[src/rtl/transmitter.sv]
// transmitter: DMA transmit engine. Polls a host ring of 64-byte slots, requests each
// pending slot from memory and streams the completion bytes into the PHY TX FIFO.
module transmitter (
    input  logic        sys_clk,
    input  logic        sys_rst,
    output logic [17:0] mst_din,
    input  logic        mst_full,
    output logic        mst_wr_en,
    input  logic [17:0] cpl_dout,
    input  logic        cpl_empty,
    output logic        cpl_rd_en,
    output logic [8:0]  phy_din,
    input  logic        phy_full,
    output logic        phy_wr_en,
    input  logic [7:0]  dma_status,
    input  logic [29:0] dma_addr_start,
    input  logic [29:0] dma_addr_end,
    input  logic [29:0] dma_addr_prod,
    output logic [29:0] dma_addr_cur,
    output logic [15:0] tx_frames,
    output logic [7:0]  tx_drops
);
    localparam logic [17:0] REQ_WORD0 = {2'b10, 16'h10ff};
    localparam logic [29:0] SLOT_STEP = 30'd16;

    typedef enum logic [3:0] {IDLE, REQ0, REQ1, REQ2, LEN, DATA, DRAIN, GAP, NEXT} state_t;

    state_t      state_reg;
    logic [15:0] hold_reg;
    logic        hold_valid_reg;
    logic        hold_hi_reg;
    logic [5:0]  byte_cnt_reg;
    logic [5:0]  len_reg;
    logic        rd_valid_reg;
    logic        eof_seen_reg;
    logic        dropped_reg;
    logic        fetch_ok;
    logic        status_unused;

    // Only one completion read in flight: a new strobe waits until the last word has landed.
    assign fetch_ok      = !cpl_rd_en && !rd_valid_reg && !cpl_empty;
    assign status_unused = ^{dma_status[7:1], cpl_dout[17]};

    always_ff @(posedge sys_clk) begin
        if (sys_rst) begin
            state_reg      <= IDLE;
            mst_din        <= 18'd0;
            mst_wr_en      <= 1'b0;
            cpl_rd_en      <= 1'b0;
            phy_din        <= 9'd0;
            phy_wr_en      <= 1'b0;
            dma_addr_cur   <= 30'd0;
            tx_frames      <= 16'd0;
            tx_drops       <= 8'd0;
            hold_reg       <= 16'd0;
            hold_valid_reg <= 1'b0;
            hold_hi_reg    <= 1'b1;
            byte_cnt_reg   <= 6'd0;
            len_reg        <= 6'd0;
            rd_valid_reg   <= 1'b0;
            eof_seen_reg   <= 1'b0;
            dropped_reg    <= 1'b0;
        end else begin
            mst_wr_en    <= 1'b0;
            cpl_rd_en    <= 1'b0;
            phy_wr_en    <= 1'b0;
            rd_valid_reg <= cpl_rd_en;

            case (state_reg)
                IDLE: begin
                    if (dma_addr_cur == 30'd0) begin
                        dma_addr_cur <= dma_addr_start;
                    end else if (dma_status[0] && dma_addr_cur != dma_addr_prod) begin
                        hold_valid_reg <= 1'b0;
                        hold_hi_reg    <= 1'b1;
                        byte_cnt_reg   <= 6'd0;
                        eof_seen_reg   <= 1'b0;
                        dropped_reg    <= 1'b0;
                        // Issue word 0 straight from the decision so requests follow at once.
                        if (!mst_full) begin
                            mst_wr_en <= 1'b1;
                            mst_din   <= REQ_WORD0;
                            state_reg <= REQ1;
                        end else begin
                            state_reg <= REQ0;
                        end
                    end
                end
                REQ0: if (!mst_full) begin
                    mst_wr_en <= 1'b1;
                    mst_din   <= REQ_WORD0;
                    state_reg <= REQ1;
                end
                REQ1: if (!mst_full) begin
                    mst_wr_en <= 1'b1;
                    mst_din   <= {2'b00, dma_addr_cur[29:14]};
                    state_reg <= REQ2;
                end
                REQ2: if (!mst_full) begin
                    mst_wr_en <= 1'b1;
                    mst_din   <= {2'b01, dma_addr_cur[13:0], 2'b00};
                    state_reg <= LEN;
                end
                LEN: begin
                    if (rd_valid_reg) begin
                        eof_seen_reg <= cpl_dout[16];
                        len_reg      <= cpl_dout[5:0];
                        if (cpl_dout[15:0] >= 16'd1 && cpl_dout[15:0] <= 16'd62) begin
                            state_reg <= DATA;
                        end else begin
                            dropped_reg <= 1'b1;
                            if (tx_drops != 8'hff)
                                tx_drops <= tx_drops + 8'd1;
                            state_reg <= DRAIN;
                        end
                    end else if (fetch_ok) begin
                        cpl_rd_en <= 1'b1;
                    end
                end
                DATA: begin
                    if (rd_valid_reg) begin
                        hold_reg       <= cpl_dout[15:0];
                        hold_valid_reg <= 1'b1;
                        hold_hi_reg    <= 1'b1;
                        if (cpl_dout[16])
                            eof_seen_reg <= 1'b1;
                    end else if (hold_valid_reg) begin
                        if (!phy_full) begin
                            phy_wr_en    <= 1'b1;
                            phy_din      <= {1'b1, hold_hi_reg ? hold_reg[15:8] : hold_reg[7:0]};
                            byte_cnt_reg <= byte_cnt_reg + 6'd1;
                            hold_hi_reg  <= !hold_hi_reg;
                            // Odd length: the unused low byte is simply dropped with the register.
                            if (!hold_hi_reg || byte_cnt_reg + 6'd1 == len_reg)
                                hold_valid_reg <= 1'b0;
                            if (byte_cnt_reg + 6'd1 == len_reg)
                                state_reg <= DRAIN;
                        end
                    end else if (fetch_ok) begin
                        cpl_rd_en <= 1'b1;
                    end
                end
                DRAIN: begin
                    if (eof_seen_reg || (rd_valid_reg && cpl_dout[16]))
                        state_reg <= dropped_reg ? NEXT : GAP;
                    else if (fetch_ok)
                        cpl_rd_en <= 1'b1;
                end
                GAP: if (!phy_full) begin
                    phy_wr_en <= 1'b1;
                    phy_din   <= 9'h000;
                    tx_frames <= tx_frames + 16'd1;
                    state_reg <= NEXT;
                end
                NEXT: begin
                    if (dma_addr_cur == dma_addr_end)
                        dma_addr_cur <= dma_addr_start;
                    else
                        dma_addr_cur <= dma_addr_cur + SLOT_STEP;
                    state_reg <= IDLE;
                end
                default: state_reg <= IDLE;
            endcase
        end
    end
endmodule
[config.mk]
export PLATFORM = sky130hd
export DESIGN_NAME = transmitter
export DESIGN_NICKNAME = d
export VERILOG_FILES = /design/src/rtl/transmitter.sv
export SDC_FILE = /design/constraint.sdc
export NUM_CORES = 1
export LEC_CHECK = 0
export BUFFER_PORTS_ARGS = -buffer_cell sky130_fd_sc_hd__buf_2
export CORE_ASPECT_RATIO = 1.5
export CORE_UTILIZATION = 48
export DETAILED_ROUTE_END_ITERATION = 7
export HOLD_SLACK_MARGIN = 0.12
export PLACE_DENSITY = 0.87
export RECOVER_POWER = 50
export SLEW_MARGIN = 0
export SYNTH_ARGS = -nofsm -noshare
export SYNTH_HDL_FRONTEND = slang
export SYNTH_SLANG_ARGS = --single-unit
[constraint.sdc]
create_clock -name sys_clk -period 2.5 [get_ports sys_clk]
set_clock_uncertainty 0.2 [all_clocks]
set_input_delay 0.125 -clock sys_clk [delete_from_list [all_inputs] [get_ports sys_clk]]
set_output_delay 0.125 -clock sys_clk [all_outputs]
set_load 0.1 [all_outputs]
# Yosys cells after proc, flatten, opt, wreduce, memory -nomap -nowiden
# Cells that the tools add are included.
# totals
reg_bits,121
input_bits,121
elab_cells,159
# op_classes
n_addsub,4
n_lt_le_gt_ge,2
n_eq_ne,30
mux,71
n_bitwise,2
reduce_logical,33
# op_table
op,count
two-way mux 18 bit,5
one-hot mux 18 bit (4 select lines),1
two-way mux 30 bit,2
one-hot mux 30 bit (2 select lines),1
two-way mux 4 bit,13
two-way mux 9 bit,4
!= test 2 bit (second input constant),16
one-hot mux 4 bit (8 select lines),1
adder 30 x 5 -> 30 bit (second input constant),1
== test 30 bit,1
zero test 30 bit,1
two-way mux 6 bit,5
!= test 30 bit,1
two-way mux 1 bit,27
AND reduction 5 bit,4
one-hot mux 9 bit (2 select lines),1
adder 16 x 1 -> 16 bit (second input constant),1
== test 4 x 3 -> 1 bit (second input constant),4
greater-or-equal comparator 16 x 1 -> 1 bit (second input constant),1
<= comparator 16 x 6 -> 1 bit (second input constant),1
one-hot mux 6 bit (2 select lines),1
AND reduction 12 bit,1
AND reduction 6 bit,2
one-hot mux 1 bit (2 select lines),5
other kinds (23),42

# Longest topological paths before layout
# logic_depth
word_depth,8
ltp_mapped,12

# Worst setup path before layout
# Ideal clock, no wire load.
# synth_path
path_type,register to register
start,register dma_addr_cur[5]
end,register mst_din[10]
arrival_ps,3024
required_time_ps,2179
slack_ps,-845
stages_incl_launch_ff,13
cell_sequence,dfxtp_1 buf_2 inv_1 ha_1 nor4b_1 nand4_1 o21ai_1 a31o_1 buf_6 a2111o_1 buf_6 buf_12 mux2_4
# synth_between
elab_chain_cells,4
word_cells_on_any_way,6
# synth_lines
element,line_no,text
from (decl),19,"output logic [29:0] dma_addr_cur,"
from (signal assigned),72,dma_addr_cur <= dma_addr_start;
from (signal assigned),157,dma_addr_cur <= dma_addr_start;
from (signal assigned),159,dma_addr_cur <= dma_addr_cur + SLOT_STEP;
!= test 30 bit,73,end else if (dma_status[0] && dma_addr_cur != dma_addr_prod) begin
logical AND 1 bit,73,
!= test 2 bit (no line),-,
AND reduction 5 bit (no line) *,-,
to (signal assigned),96,"mst_din <= {2'b00, dma_addr_cur[29:14]};"
to (signal assigned),101,"mst_din <= {2'b01, dma_addr_cur[13:0], 2'b00};"
to (decl),6,"output logic [17:0] mst_din,"
# Every way passes the cells marked *; elsewhere a longest branch is shown, timed or not.
# A chain may end at the register's enable or synchronous reset.

# Final worst setup path
# layout_path
start,register dma_addr_cur[5]
end,register dma_addr_cur[12]
# layout_between
elab_chain_cells,3
word_cells_on_any_way,7
# layout_lines
element,line_no
adder 30 x 5 -> 30 bit (tied with other cells),159
two-way mux 30 bit / != test 2 bit (equally long branches),-
one-hot mux 30 bit (2 select lines) / AND reduction 2 bit (equally long branches),-
# Several ways; a longest one is shown, not always the timed one.

==> impl_results.md <==
* Largest family of logic cells by synthesized area: simple AND/OR/NAND/NOR gates
* Core area at 14530 um^2
* Final clock period utilization by the worst path at 111.4%
* Startpoint types: flip-flop
* Gate Count Post-Synth at 886
* Layout cells sized above 1 at around a third
* Site row count at 54
* Mapped Nets at ~1.0k
* Largest regs: dma_addr_cur: 30 flops, mst_din: 18 flops
* M3 GR Usage at 14.45%
* # setup viols final at 27
* Placed cells at roughly 1.3k
* Die X at a little over 100 um
* Ys async rst share at 0%
* Post-route DRC violation count at 3
* Global-route wire length before repair at ~42 mm
* Vias per Instance at between 6 and 7
* Tmin final at 2784 ps
* Die footprint at around 15000 um^2
* Grt ovf at 0
* Worst Slack Setup Final at -284.2 ps
* DP Wirelength at around 18 mm
* Layout area overhead at 42.19%
* Total track usage at 36.60%
* Main synth FF type: dfxtp_1
* Max-slew violations at 0
* DR vias at about 8.6k
* Initial antenna violation count at 3
* Leak at 4.231 nW
* Post-synthesis compound-gate area fraction at 15.44%
* First-pass DRT Iterations at 8
* Pre-CTS WS at -38.07 ps
* Fin cells at 1368
* Status: complete, but fails checks
* XOR/XNOR Fraction of Synth Area at 11.25%
* Clock Pin Slew Worst Setup and Hold Paths at 70 ps
* Mapped Area at slightly above 7000 um^2
* MaxCap Viol Count at 0
* Clk buf depth at 2
* Vias in the first global route at just under 8k
* WS Path Type: flip-flop to flip-flop
* Worst-margin pin slew at between 1000 and 1500 ps
* IO Pins at a little over 200
* Met1 Usage GRT at between 30% and 40%
* I/O Buffers at 196
* Seq cells post-synth at 121
* Rel. slew slack at between 20% and 30%
* CTS root buf: clkbuf_16
* Synth Area in Simple Gates at between 20% and 30%
* TritonCTS clock tree: yes
* PD cells at 974.8 nW/um^2
* Largest net degree at the start of global routing at 131
* Post-synthesis sequential area ratio at between 30% and 40%
* Final hold vios at 0
* Nets@finish at ~1.3k
* Post-DR wirelength/cell at ~22 um
* Syn_area_per_cell at a little over 8 um^2
* RSZ-0062 raised after global routing: yes
* CTS Sinks at around 120
* Library cells used by synthesis at 74
* H-tree depth at 4
* Highest clock rate at around 360 MHz
* Antenna-violating nets left at 0
* Iter 0 DRT Violations at 863
* Crit path arrival time at slightly below 3000 ps
* Max reg flops at 30
* CP Data Required Time at between 2000 and 3000 ps
* Crit path capture type: flip-flop
* Starting Density at 49.30%
* Synthesis warning total at 0
* Gp weighted congestion at 0.9747
* Worst-Skew Late Latency at between 400 and 500 ps
* Worst vdd ir at between 0.5 and 0.6 mV
* Failing checks: design-rule violations, negative setup slack
* Adder-Cell Fraction of Synth Area at 0.8735%
* Die height at roughly 150 um
* Mux share of post-synthesis cell area at 5.363%
* Number of flops mapped to enable cells by yosys at 0
* Biggest register: dma_addr_cur
* Met2 GRT Util at slightly below 60%
* GRT Max-Usage Layer: met2
* Setup TNS at -1050 ps
* HP Class: primary input to flip-flop
* Num CTS Buffers at 17
* Worst Path Max Fanout at 6
* Drt total wl at 30.51 mm
[cells in the final DEF (no fill, tap or decap), types with 6 or more instances in the layout]
master and instances:
buf_2 195, dfxtp_1 91, nor2_1 84, buf_4 73, xnor2_1 67, nand3_1 66
nand2_1 64, a21oi_1 53, dlygate4sd3_1 51, nor3_1 33, nand4_1 31, dfxtp_4 26
o21ai_0 22, nor2b_1 21, inv_1 20, clkbuf_16 20, mux2i_1 17, xor2_1 14
nor4_1 12, and3_1 12, mux2_2 11, a31oi_1 11, o22ai_1 9, a22oi_1 8
xnor2_2 7, nor4_2 7, mux2_4 6
[where the power goes]
group / switching [mW] / internal (mW) / leakage [nW]
registers: 0.415 / 2.19 / 1.00
clock network: 0.991 / 1.50 / 0.288
logic: 3.21 / 1.62 / 2.94
total: 4.62 / 5.31 / 4.23
[kinds of logic (layout without fill, tap and decap cells)]
logic type,count (synthesis),in the layout
adders and majority gates,5,5
buffers and inverters,98,382
AOI/OAI and AO/OA,166,167
muxes,34,34
and+or+nand+nor,370,370
DFF,121,121
xor gates and xnor gates,92,92
other,0,1
[area by class of cell]
class	count	area, um^2
multi-input cells	668	4533
clock buffers	21	481.7
clock inverters	11	108.9
inverters	22	85.08
flip-flops and latches	121	2525
repair buffers	328	2202
well taps	196	245.2
diodes	1	2.502
fillers	965	4343
[worst max-delay path: stages (launching register included)]
cell	delay [ps]
dfxtp_4	380
buf_4	190
ha_1	200
buf_4	140
nand3_1	160
nor3_1	890
nand2_1	160
a21oi_1	200
o221a_2	200
[Yosys cell counts, drive strengths merged (3+ instances only)]
| cell type | n | area share, % |
|---|---|---|
| dfxtp | 121 | 34 |
| nor2 | 84 | 4.4 |
| xnor2 | 77 | 9.4 |
| nand3 | 66 | 4.6 |
| nand2 | 64 | 3.4 |
| a21oi | 54 | 3.8 |
| buf | 40 | 3.7 |
| clkbuf | 36 | 1.9 |
| nor3 | 36 | 2.6 |
| nand4 | 32 | 3.0 |
| o21ai | 25 | 1.7 |
| inv | 22 | 1.2 |
| nor2b | 21 | 1.8 |
| nor4 | 21 | 1.9 |
| mux2 | 17 | 3.0 |
| mux2i | 17 | 2.4 |
| xor2 | 15 | 1.8 |
| and3 | 13 | 1.1 |
| a31oi | 11 | 0.96 |
| o22ai | 9 | 0.79 |
| a22oi | 8 | 0.84 |
| a221oi | 7 | 1.0 |
| and4 | 6 | 0.77 |
| or3 | 6 | 0.59 |
| a211oi | 5 | 0.52 |
| a41oi | 5 | 0.61 |
| ha | 5 | 0.87 |
| o311ai | 5 | 0.61 |
| a21o | 4 | 0.42 |
| and2 | 4 | 0.35 |
| nand2b | 4 | 0.35 |
| o32ai | 4 | 0.49 |
| nor4b | 3 | 0.45 |
| o2111ai | 3 | 0.37 |
| o221a | 3 | 0.47 |
[per-layer routing]
| layer | up-vias | wire [um] |
|---|---|---|
| met5 | - | 31 |
| met4 | 4 | 2666 |
| met3 | 234 | 4014 |
| met2 | 690 | 14210 |
| met1 | 3921 | 9590 |
| li1 | 3726 | - |
[timing repair]
action | CTS | global route
gates cloned | 0 | 3
endpoints found under the hold margin | 89 | 0
hold buffers | 51 | 0
setup endpoints to repair | 6 | 70
resized for setup | 2 | 45
buffers inserted | 0 | 9
pin swaps | 0 | 13
[final timing paths]
check                   from                to  slack [ps]  depth (start not counted)
max          dma_addr_cur[5]  dma_addr_cur[12]        -280                          8
min              cpl_dout[7]      state_reg[1]         240                          7
max reg2reg  dma_addr_cur[5]  dma_addr_cur[12]        -280                          8
min reg2reg      hold_reg[2]       hold_reg[2]         260                          2
[through the flow]
stage	total power [mW]	util [%]	cell area, um^2	hold slack (ps)
floorplan	5.597	-	7271	65.18
global placement	6.692	59.70	8672	182.4
detailed placement	6.736	59.70	8672	186.9
CTS	9.265	67.39	9789	187.1
global route	10.23	70.10	10180	271.2
finish	9.927	70.10	10180	237.3
(Power assumes the default switching activity.)
